<file path="config.mk">
export PLATFORM = sky130hd
export DESIGN_NAME = pwm_square_gen_flat
export DESIGN_NICKNAME = d
export VERILOG_FILES = /design/src/rtl/pwm_square_gen_if.sv /design/src/rtl/pwm_square_gen.sv /design/src/flat_wrapper.sv
export SDC_FILE = /design/constraint.sdc
export NUM_CORES = 1
export LEC_CHECK = 0
export ABC_AREA = 1
export CAP_MARGIN = 20
export CELL_PAD_IN_SITES_DETAIL_PLACEMENT = 2
export CELL_PAD_IN_SITES_GLOBAL_PLACEMENT = 2
export CORE_UTILIZATION = 34
export DETAILED_ROUTE_END_ITERATION = 12
export PLACE_DENSITY = 0.88
export SYNTH_ARGS = -nofsm -noshare
export SYNTH_HDL_FRONTEND = slang
export SYNTH_SLANG_ARGS = --single-unit
</file>
<file path="constraint.sdc">
create_clock -name clk -period 4.7 [get_ports clk]
set_clock_uncertainty 0.2 [all_clocks]
set_input_delay 1.175 -clock clk [delete_from_list [all_inputs] [get_ports clk]]
set_output_delay 1.175 -clock clk [all_outputs]
set_load 0.005 [all_outputs]
</file>
<file path="src/rtl/pwm_square_gen_if.sv">
// Configuration and sample bus of the square/pulse generator.
interface pwm_square_gen_if #(
  parameter int unsigned OUT_W = 8,
  parameter int unsigned CNT_W = 16
);
  logic                    en;
  logic                    sync;
  logic        [CNT_W-1:0] period;
  logic        [CNT_W-1:0] duty;
  logic signed [OUT_W-1:0] amplitude;
  logic                    unipolar;
  logic                    invert;
  logic signed [OUT_W-1:0] wave_out;
  logic                    phase_out;
  logic                    cycle_start;

  // Controller side: drives configuration, consumes samples
  modport master (
    output en, sync, period, duty, amplitude, unipolar, invert,
    input  wave_out, phase_out, cycle_start
  );

  // Generator side
  modport slave (
    input  en, sync, period, duty, amplitude, unipolar, invert,
    output wave_out, phase_out, cycle_start
  );
endinterface

</file>
<file path="src/rtl/pwm_square_gen.sv">
// Square/pulse generator with runtime period, duty, amplitude and mode.
// Configuration is captured into shadow registers at cycle boundaries so
// that an update never produces a partial period.
module pwm_square_gen #(
  parameter int unsigned OUT_W = 8,
  parameter int unsigned CNT_W = 16
) (
  input  logic               clk,
  input  logic               rst_n,
  pwm_square_gen_if.slave    bus
);

  localparam int unsigned NEG_W = OUT_W + 1;
  localparam logic signed [OUT_W-1:0] MAX_POS = {1'b0, {(OUT_W-1){1'b1}}};
  localparam logic signed [OUT_W-1:0] MIN_NEG = {1'b1, {(OUT_W-1){1'b0}}};

  typedef enum logic {
    ST_IDLE = 1'b0,
    ST_RUN  = 1'b1
  } state_e;

  state_e                  state_q, state_d;
  logic        [CNT_W-1:0] cnt_q, cnt_d;
  logic        [CNT_W-1:0] per_q, per_d;
  logic        [CNT_W-1:0] duty_q, duty_d;
  logic signed [OUT_W-1:0] amp_q, amp_d;
  logic                    uni_q, uni_d;
  logic                    inv_q, inv_d;
  logic signed [OUT_W-1:0] wave_q, wave_d;
  logic                    phase_q, phase_d;
  logic                    cs_q, cs_d;

  logic signed [NEG_W-1:0] amp_ext_c;
  logic signed [NEG_W-1:0] amp_neg_c;
  logic signed [OUT_W-1:0] low_bip_c;
  logic                    hi_c;
  logic signed [OUT_W-1:0] level_c;

  // Phase and level of the current counter position from shadow state
  always_comb begin
    amp_ext_c = {amp_q[OUT_W-1], amp_q};
    amp_neg_c = -amp_ext_c;
    low_bip_c = (amp_q == MIN_NEG) ? MAX_POS : amp_neg_c[OUT_W-1:0];
    hi_c      = (cnt_q < duty_q) ^ inv_q;
    if (hi_c) begin
      level_c = amp_q;
    end else if (uni_q) begin
      level_c = '0;
    end else begin
      level_c = low_bip_c;
    end
  end

  // Next-state, shadow load and registered-output logic
  always_comb begin
    state_d = state_q;
    cnt_d   = cnt_q;
    per_d   = per_q;
    duty_d  = duty_q;
    amp_d   = amp_q;
    uni_d   = uni_q;
    inv_d   = inv_q;
    wave_d  = '0;
    phase_d = 1'b0;
    cs_d    = 1'b0;

    unique case (state_q)
      ST_IDLE: begin
        cnt_d = '0;
        if (bus.en) begin
          state_d = ST_RUN;
          per_d   = bus.period;
          duty_d  = bus.duty;
          amp_d   = bus.amplitude;
          uni_d   = bus.unipolar;
          inv_d   = bus.invert;
        end
      end
      ST_RUN: begin
        wave_d  = level_c;
        phase_d = hi_c;
        cs_d    = (cnt_q == '0);
        if (!bus.en) begin
          state_d = ST_IDLE;
          cnt_d   = '0;
        end else if ((cnt_q == per_q) || bus.sync) begin
          // Wrap and sync share one load, so a coincident sync adds no strobe
          cnt_d  = '0;
          per_d  = bus.period;
          duty_d = bus.duty;
          amp_d  = bus.amplitude;
          uni_d  = bus.unipolar;
          inv_d  = bus.invert;
        end else begin
          cnt_d = cnt_q + CNT_W'(1);
        end
      end
      default: begin
        state_d = ST_IDLE;
        cnt_d   = '0;
      end
    endcase
  end

  // State, counter, shadow and output registers
  always_ff @(posedge clk or negedge rst_n) begin
    if (!rst_n) begin
      state_q <= ST_IDLE;
      cnt_q   <= '0;
      per_q   <= '0;
      duty_q  <= '0;
      amp_q   <= '0;
      uni_q   <= 1'b0;
      inv_q   <= 1'b0;
      wave_q  <= '0;
      phase_q <= 1'b0;
      cs_q    <= 1'b0;
    end else begin
      state_q <= state_d;
      cnt_q   <= cnt_d;
      per_q   <= per_d;
      duty_q  <= duty_d;
      amp_q   <= amp_d;
      uni_q   <= uni_d;
      inv_q   <= inv_d;
      wave_q  <= wave_d;
      phase_q <= phase_d;
      cs_q    <= cs_d;
    end
  end

  assign bus.wave_out    = wave_q;
  assign bus.phase_out   = phase_q;
  assign bus.cycle_start = cs_q;

endmodule

</file>
<file path="src/flat_wrapper.sv">
// flat-port wrapper written by rule: the top's interface ports become plain ports
module pwm_square_gen_flat 
#(
  parameter int unsigned OUT_W = 8,
  parameter int unsigned CNT_W = 16
)
  (clk, rst_n, bus_en, bus_sync, bus_period, bus_duty, bus_amplitude, bus_unipolar, bus_invert, bus_wave_out, bus_phase_out, bus_cycle_start);
  pwm_square_gen_if #(.OUT_W(OUT_W), .CNT_W(CNT_W)) bus_i ();
  input  logic clk;
  input  logic rst_n;
  input wire logic [$bits(bus_i.en)-1:0] bus_en;
  input wire logic [$bits(bus_i.sync)-1:0] bus_sync;
  input wire logic [$bits(bus_i.period)-1:0] bus_period;
  input wire logic [$bits(bus_i.duty)-1:0] bus_duty;
  input wire logic [$bits(bus_i.amplitude)-1:0] bus_amplitude;
  input wire logic [$bits(bus_i.unipolar)-1:0] bus_unipolar;
  input wire logic [$bits(bus_i.invert)-1:0] bus_invert;
  output wire logic [$bits(bus_i.wave_out)-1:0] bus_wave_out;
  output wire logic [$bits(bus_i.phase_out)-1:0] bus_phase_out;
  output wire logic [$bits(bus_i.cycle_start)-1:0] bus_cycle_start;
  assign bus_i.en = bus_en;
  assign bus_i.sync = bus_sync;
  assign bus_i.period = bus_period;
  assign bus_i.duty = bus_duty;
  assign bus_i.amplitude = bus_amplitude;
  assign bus_i.unipolar = bus_unipolar;
  assign bus_i.invert = bus_invert;
  assign bus_wave_out = bus_i.wave_out;
  assign bus_phase_out = bus_i.phase_out;
  assign bus_cycle_start = bus_i.cycle_start;
  pwm_square_gen #(.OUT_W(OUT_W), .CNT_W(CNT_W)) u_core (.clk(clk), .rst_n(rst_n), .bus(bus_i));
endmodule
</file>
; ---- Word level (Yosys, flattened, before mapping)
; Index checks and enable logic that the tools add are counted.
[word_totals]
wordCells = 53
in_bits = 46
reg_bits = 69
output_inout_bits = 10
[op_classes]
n_eq_ne = 5
add_sub_neg = 2
n_bitwise = 2
reduce_logical = 3
muxes = 30
magnitude_cmp = 1
[op_table]
columns = cell, count
row1 = 2-to-1 mux 16 bit, 8
row2 = case mux 16 bit (2 select lines), 3
row3 = 2-to-1 mux 8 bit, 7
row4 = adder 16 x 1 -> 16 bit (second input constant), 1
row5 = equality test 16 bit, 1
row6 = logical NOT 16 bit, 1
row7 = < comparator 16 bit, 1
row8 = case mux 8 bit (2 select lines), 1
row9 = 2-to-1 mux 1 bit, 9
row10 = equality test 8 bit (second input constant), 1
row11 = negation 8 bit, 1
row12 = inequality test 2 bit (second input constant), 3
row13 = case mux 1 bit (2 select lines), 2
row14 = AND reduction 3 bit, 1
row15 = logical OR 1 bit, 1
row16 = inverter 1 bit, 1
row17 = XOR 1 bit, 1

; ---- Longest topological paths before layout
; Gate-level depths: netlist (run 1).
[logic_depth]
word_depth = 5
mapped_depth = 16
depth_no_buf = 15

; ---- Worst setup path before layout (run 1)
; OpenSTA, ideal clock, no wires.
[synth_timing]
kind = input -> register
from = in bus_sync
to = reg u_core.cnt_q[12]
slack_ns = 2.512
t_required_ns = 4.420
n_path_buf = 1
path_stages = 4
t_arrival_ns = 1.908
setup_ns = 0.080
cell_sequence = nor2_1 nand3_2 buf_6 nor3b_2
[synth_between]
elab_chain_cells = 4
[synth_lines]
columns = element, line_no
row1 = from (decl), flat_wrapper.sv:12  ; input wire logic [$bits(bus_i.sync)-1:0] bus_sync;
row2 = logical OR 1 bit, pwm_square_gen.sv:86  ; end else if ((cnt_q == per_q) || bus.sync) begin
row3 = 2-to-1 mux 16 bit, pwm_square_gen.sv:86
row4 = 2-to-1 mux 16 bit, pwm_square_gen.sv:83  ; if (!bus.en) begin
row5 = case mux 16 bit (2 select lines), pwm_square_gen.sv:67  ; unique case (state_q)
row6 = via u_core.cnt_d[12], pwm_square_gen.sv:23  ; logic [CNT_W-1:0] cnt_q, cnt_d;
row7 = to (signal assigned), pwm_square_gen.sv:120  ; cnt_q <= cnt_d;
row8 = to (decl), pwm_square_gen.sv:23
; The timed path passes the listed nets, and every way through them passes these cells.
; A chain may end at the register's enable or synchronous reset.

; ---- Final worst setup path (run 1)
[layout_timing]
from = in bus_sync
to = reg u_core.per_q[3]
[layout_between]
elab_chain_cells = 3
[layout_lines]
columns = element, line_no
row1 = logical OR 1 bit, pwm_square_gen.sv:86
row2 = inequality test 2 bit (no source line), --
row3 = AND reduction 3 bit (no source line), --
row4 = to (signal assigned), pwm_square_gen.sv:121  ; per_q <= per_d;
row5 = to (decl), pwm_square_gen.sv:24  ; logic [CNT_W-1:0] per_q, per_d;
; Every way passes these cells.

==> results of run 1 <==
[worst max-delay path by stage]
| stage | end | slack (ns) | cells past startpoint |
|---|---|---|---|
| after floorplan | u_core.cnt_q[12] | 2.51 | 4 |
| after global placement | u_core.duty_q[1] | 1.51 | 6 |
| after detailed placement | u_core.uni_q | 1.39 | 6 |
| after CTS | u_core.per_q[12] | 1.74 | 6 |
| after global routing | u_core.per_q[1] | 1.57 | 6 |
| final | u_core.per_q[3] | 1.76 | 6 |
[per-layer routing]
metal	routed length, µm	GRT usage
met1	4380	0.217
met2	6370	0.424
met3	281	0.0434
met4	279	0.0890
met5	0	0
[report_power, final]
group | internal (mW) | total [mW] | switching (mW)
clock | 0.356 | 0.618 | 0.261
sequential | 0.647 | 0.687 | 0.0410
combinational | 0.116 | 0.257 | 0.141
[worst max-delay path: cells and delay by family]
kind | cells | cell delay (ns)
simple gates | 5 | 1.42
buf+inv | 1 | 0.42
[cell usage after synthesis, drive strengths merged]
| cell | instances |
|---|---|
| nor2 | 41 |
| xor2 | 5 |
| xnor2 | 7 |
| ha | 18 |
| nor4 | 1 |
| dfrtp | 69 |
| or2 | 9 |
| a21oi | 15 |
| buf | 12 |
| nor3 | 12 |
| nand2 | 151 |
| inv | 50 |
| a211oi | 2 |
| o21ai | 7 |
| clkbuf | 4 |
| o21bai | 1 |
| nand3b | 1 |
| nand3 | 62 |
| a31oi | 1 |
| nand4 | 11 |
| nor3b | 5 |
[kinds of logic (layout without fill, tap and decap cells)]
kind of cell	Yosys count	after routing	synth area share
AOI/OAI and AO/OA	26	26	0.0364
DFF	69	69	0.452
and+or+nand+nor	293	293	0.343
xor gates and xnor gates	12	12	0.0275
adders and majority gates	18	18	0.0590
buffers and inverters	66	123	0.0813
[flip-flops by register name, summed over array words and instances (netlist names)]
name,flops
u_core.uni_q,1
u_core.amp_q,8
u_core.state_q,1
u_core.bus.phase_out,1
u_core.bus.cycle_start,1
u_core.cnt_q,16
u_core.duty_q,16
u_core.bus.wave_out,8
u_core.per_q,16
u_core.inv_q,1
[final cells by class]
type                    instances  area share
multi-input cells             349       0.381
flip-flops and latches         69       0.370
repair buffers                 57       0.119
inverters                      50      0.0402
well taps                     140      0.0375
clock buffers                   9      0.0265
clock inverters                 7      0.0260
==> flow_summary_export.csv, run 1 <==
group,metric,value,unit
logic_synthesis,synth_area,3820,µm²
timing,final-hold-violation-count,0,
route,first_iter_violations,91,
logic_synthesis,yosys-top-cells-area,"dfrtp_1 (45%), nand2_1 (14%), nand3_1 (8.0%)",
grt,grt_pass1_wl,19100,µm
route,vias_per_cell,5.07,
min_path,hold_end,"u_core.duty_q[2]",
status,outcome,"complete, no violations",
logic_synthesis,yosysUniqueCellTypes,31,
min_path,min_path_cells,2,
place,placedCellCount,665,
setup_path,critPathSlowestCell,"nand2_4",
timing,tightest_slew,0.936,ns
finish,antennaDiodeCount,0,
timing,layout_worst_path_cycle_share,0.625,
setup_path,cp_max_fo,43,
clock_network,post-cts-setup-buffers,0,
logic_synthesis,ys_seq_elements,69,
timing,fin_crit,2.94,ns
finish,seqCellArea,1730,µm²
route,drc_errors,0,
setup_path,cp.required,4.80,ns
route,drt-total-wl,11300,µm
timing,rsz0062_at_grt,"false",
pwr,p_total,1.56,mW
grt,grt_pass1_vias,4012,
clock_network,ctsHoldBuffers,0,
timing,relSlewSlack,0.376,
logic_synthesis,synthCells,484,
setup_path,path_cells,"clkdlybuf4s50_1 > nor2_1 > nand2_4 > nand2_4 > nand2_1 > nand2_1",
setup_path,worst_r2r_endpoint,"u_core.per_q[3]",
finish,fin_util,0.429,
floorplanning,io_pins,56,
clock_network,htreeDepth,3,
route,wl_per_cell,16.6,µm
setup_path,cp-startpoint,"bus_sync",
place,gp_congestion,0.822,
finish,fin_area,4670,µm²
logic_synthesis,synth-seq-area-share,0.452,
floorplanning,row_count,38,
place,place_area,4420,µm²
route,ant_nets,0,
clock_network,cts-root-buf,"clkbuf_8",
timing,setup-violations-final,0,
finish,areaGrowthSynthToFinish,22.4,%
setup_path,r2r_slack,2.10,ns
floorplanning,start_util,0.350,
floorplanning,dieWidth,108,µm
place,place_hpwl,8120,µm
grt,grt_max_degree,70,
logic_synthesis,syn-num-nets,548,
clock_network,clk_latency,0.36,ns
timing,final_max_slew_viol_count,0,
pwr,powerDensity,335,nW/µm²
logic_synthesis,yosysTopAreaCellShare,0.452,
setup_path,cp-start-kind,"primary input",
timing,finalSetupTns,0,ns
min_path,hp-class,"reg2reg",
logic_synthesis,avgSynthCellArea,7.88,µm²
logic_synthesis,synth_top_area_cell,"dfrtp_1",
finish,stdcell_count,681,
flow_run,maxCapViolCount,0,
timing,worst_hold_slack,0.279,ns
floorplanning,dieHeight,108,µm
setup_path,cp.arrival,3.04,ns
place,place_ws,1.39,ns
route,vias,3456,
clock_network,clkSlewWorstSetupHoldPaths,0.09,ns
clock_network,cts_resized,0,
grt,grt_antenna_before_repair,0,
finish,drive_above_1_share,0.0702,
grt,grtUsageTotal,0.215,
clock_network,cts_tree,"yes",
finish,multi_input_comb_area,1780,µm²
clock_network,numCtsBuffers,9,
min_path,hold_start,"u_core.duty_q[2]",
timing,fin_ws,1.76,ns
floorplanning,core,10900,µm²
clock_network,clockBufferDepth,2,
route,dr.pass1.iters,4,
floorplanning,die_area,11700,µm²
setup_path,max_stage_delay,0.49,ns
pwr,p_leak,2.27,nW
setup_path,timing.rr.start,"u_core.cnt_q[14]",
place,port_buffers,55,
finish,mostFrequentLayoutCell,"nand2_1",
setup_path,reg2reg_depth,9,
timing,fmax,341,MHz
logic_synthesis,synth_warnings,0,
finish,layout.nets,600,
clock_network,clkSinkCount,69,
finish,fillers,1250,
grt,overflow,0,
finish,final_cell_mix,"nand2_1 (147), dfrtp_1 (69), nand3_1 (61)",
setup_path,critPathKind,"in2reg",
pwr,ir_drop,158,µV
setup_path,end_kind,"flip-flop",
No activity file was read; power rests on OpenSTA's default activity.
==> run 2, diff against run 1 <==
--- a/config.mk
+++ b/config.mk
@@ -9,9 +9,9 @@
 export CAP_MARGIN = 20
 export CELL_PAD_IN_SITES_DETAIL_PLACEMENT = 2
 export CELL_PAD_IN_SITES_GLOBAL_PLACEMENT = 2
-export CORE_UTILIZATION = 34
+export CORE_UTILIZATION = 32
 export DETAILED_ROUTE_END_ITERATION = 12
-export PLACE_DENSITY = 0.88
+export PLACE_DENSITY = 0.83
 export SYNTH_ARGS = -nofsm -noshare
 export SYNTH_HDL_FRONTEND = slang
 export SYNTH_SLANG_ARGS = --single-unit
==> constraint.sdc (replaced) <==
create_clock -name clk -period 2.8 [get_ports clk]
set_clock_uncertainty 0.2 [all_clocks]
set_input_delay 0.7 -clock clk [delete_from_list [all_inputs] [get_ports clk]]
set_output_delay 0.7 -clock clk [all_outputs]
set_load 0.005 [all_outputs]
==> run 2 against run 1 <==
Wire length shrank 2.5%. Cell count grew 0.73%. Non-clock buffer count increased by 3. Die area increased by 6.1%. Global-route usage fell by 2.0 points. The run now ends with DRC left. Utilization is 1.7 points lower. Worst setup slack got worse by 1.4 ns.
==> flow_summary_export.csv, run 2 (synthesis gave the netlist of run 1 again) <==
group,metric,value,unit
status,outcome,"finished, violations left",
status,violations,"DRC",
clock_network,cts_tree,"yes",
setup_path,max_stage_delay,0.47,ns
finish,areaGrowthSynthToFinish,24.3,%
floorplanning,core,11500,µm²
setup_path,path_common_cell,"nand2_1",
timing,tightest_slew,0.575,ns
setup_path,cp.required,2.82,ns
timing,worst_hold_slack,0.159,ns
timing,finalSetupTns,0,ns
timing,fin_crit,2.42,ns
grt,grtUsageTotal,0.195,
grt,overflow,0,
finish,final_cell_mix,"nand2_1 (147), dfrtp_1 (69), nand3_1 (61)",
min_path,hp-class,"in2async",
timing,fin_ws,0.377,ns
route,dr.pass1.iters,8,
floorplanning,row_count,39,
pwr,powerDensity,563,nW/µm²
timing,rsz0062_at_grt,"false",
route,wl_per_cell,16.1,µm
clock_network,cts_resized,0,
route,first_iter_violations,117,
setup_path,worst_r2r_endpoint,"u_core.bus.wave_out[6]",
setup_path,end_kind,"flip-flop",
setup_path,timing.rr.start,"u_core.cnt_q[13]",
setup_path,critPathSlowestCell,"dfrtp_1",
timing,final_max_slew_viol_count,0,
clock_network,numCtsBuffers,9,
grt,grt_pass1_vias,3934,
place,gp_congestion,0.846,
clock_network,cts-root-buf,"clkbuf_16",
timing,layout_worst_path_cycle_share,0.865,
grt,grt_pass1_wl,18900,µm
setup_path,cp-startpoint,"u_core.cnt_q[13]",
setup_path,cp_max_fo,11,
route,vias,3437,
route,vias_per_cell,5.01,
clock_network,htreeDepth,3,
place,place_ws,0.314,ns
setup_path,path_cells,"ha_1 > a21oi_1 > o21ai_0 > nor2_1 > nand3_1 > nand2_1 > nand2_1 > nand2_1 > nor2_1",
finish,mostFrequentLayoutCell,"nand2_1",
clock_network,clkSinkCount,69,
finish,stdcell_count,686,
floorplanning,io_pins,56,
floorplanning,start_util,0.331,
timing,final-hold-violation-count,0,
finish,layout.nets,603,
finish,drive_above_1_share,0.0700,
pwr,p_leak,2.31,nW
timing,setup-violations-final,0,
grt,grt_max_degree,47,
finish,fillers,1343,
setup_path,r2r_slack,0.38,ns
route,drc_errors,5,
floorplanning,dieHeight,111,µm
flow_run,maxCapViolCount,0,
finish,biggestRegsByFlops,"u_core.cnt_q: 16 flops, u_core.duty_q: 16 flops, u_core.per_q: 16 flops",
clock_network,post-cts-setup-buffers,0,
floorplanning,die_area,12400,µm²
place,port_buffers,55,
place,placedCellCount,671,
finish,antennaDiodeCount,0,
route,drt-total-wl,11000,µm
finish,seqCellArea,1730,µm²
place,place_hpwl,8210,µm
timing,relSlewSlack,0.616,
clock_network,ctsHoldBuffers,0,
setup_path,reg2reg_depth,9,
pwr,ir_drop,331,µV
grt,grt_antenna_before_repair,0,
timing,fmax,413,MHz
clock_network,clockBufferDepth,2,
finish,multi_input_comb_area,1780,µm²
floorplanning,dieWidth,111,µm
setup_path,critPathKind,"reg2reg",
setup_path,cp.arrival,2.44,ns
route,ant_nets,0,
clock_network,clkSlewWorstSetupHoldPaths,0.06,ns
setup_path,cp-start-kind,"flip-flop",
clock_network,clk_latency,0.34,ns
[run 2: how the worst max path moves through the flow]
stage | slack [ns] | endpoint
floorplan | 0.85 | u_core.bus.wave_out[3]
global placement | 0.40 | u_core.duty_q[1]
detailed placement | 0.31 | u_core.cnt_q[8]
CTS | 0.37 | u_core.bus.wave_out[6]
global route | 0.13 | u_core.bus.wave_out[6]
finish | 0.38 | u_core.bus.wave_out[6]
[run 2: metrics by stage]
| stage | area [µm²] | utilization | power, mW |
|---|---|---|---|
| 6_report | 4740 | 0.412 | 2.67 |
| 5_1_grt | 4740 | 0.412 | 2.81 |
| 4_1_cts | 4740 | 0.412 | 2.73 |
| 3_5_place_dp | 4460 | 0.388 | 1.62 |
| 3_3_place_gp | 4460 | 0.388 | 1.58 |
| 2_1_floorplan | 3820 | - | 1.41 |
[run 2: per-layer routing]
layer	track usage	wire length, µm	vias to the layer above
li1	-	-	1659
met1	0.197	4280	1704
met5	0	0	-
met3	0.0372	294	25
met4	0.0847	304	0
met2	0.384	6160	49
[run 2: critical path, delay by kind of cell, from the launching register on]
kind / cells / cell delay (ns)
compound gates: 2 / 0.29
simple gates: 6 / 1.02
fa+ha+maj: 1 / 0.34
flops: 1 / 0.47
[run 2: area by class of cell]
class / count / area share
Timing Repair Buffer: 60 / 0.125
Inverter: 50 / 0.0396
Clock inverter: 1 / 0.00106
Clock buffer: 14 / 0.0578
Tap cell: 143 / 0.0377
Multi-Input combinational cell: 349 / 0.375
Sequential cell: 69 / 0.364
[run 2: where the power goes]
group | internal, mW | switching [mW] | leakage, nW
Sequential | 1.09 | 0.0688 | 0.879
Combinational | 0.200 | 0.236 | 1.29
Clock | 0.666 | 0.412 | 0.139
Total | 1.95 | 0.717 | 2.31
==> run 3, diff against run 2 <==
--- a/config.mk
+++ b/config.mk
@@ -15,3 +15,4 @@
 export SYNTH_ARGS = -nofsm -noshare
 export SYNTH_HDL_FRONTEND = slang
 export SYNTH_SLANG_ARGS = --single-unit
+export TNS_END_PERCENT = 100
==> results of run 3 <==
No change in the layout: final DEF, timing and power equal those of run 2.
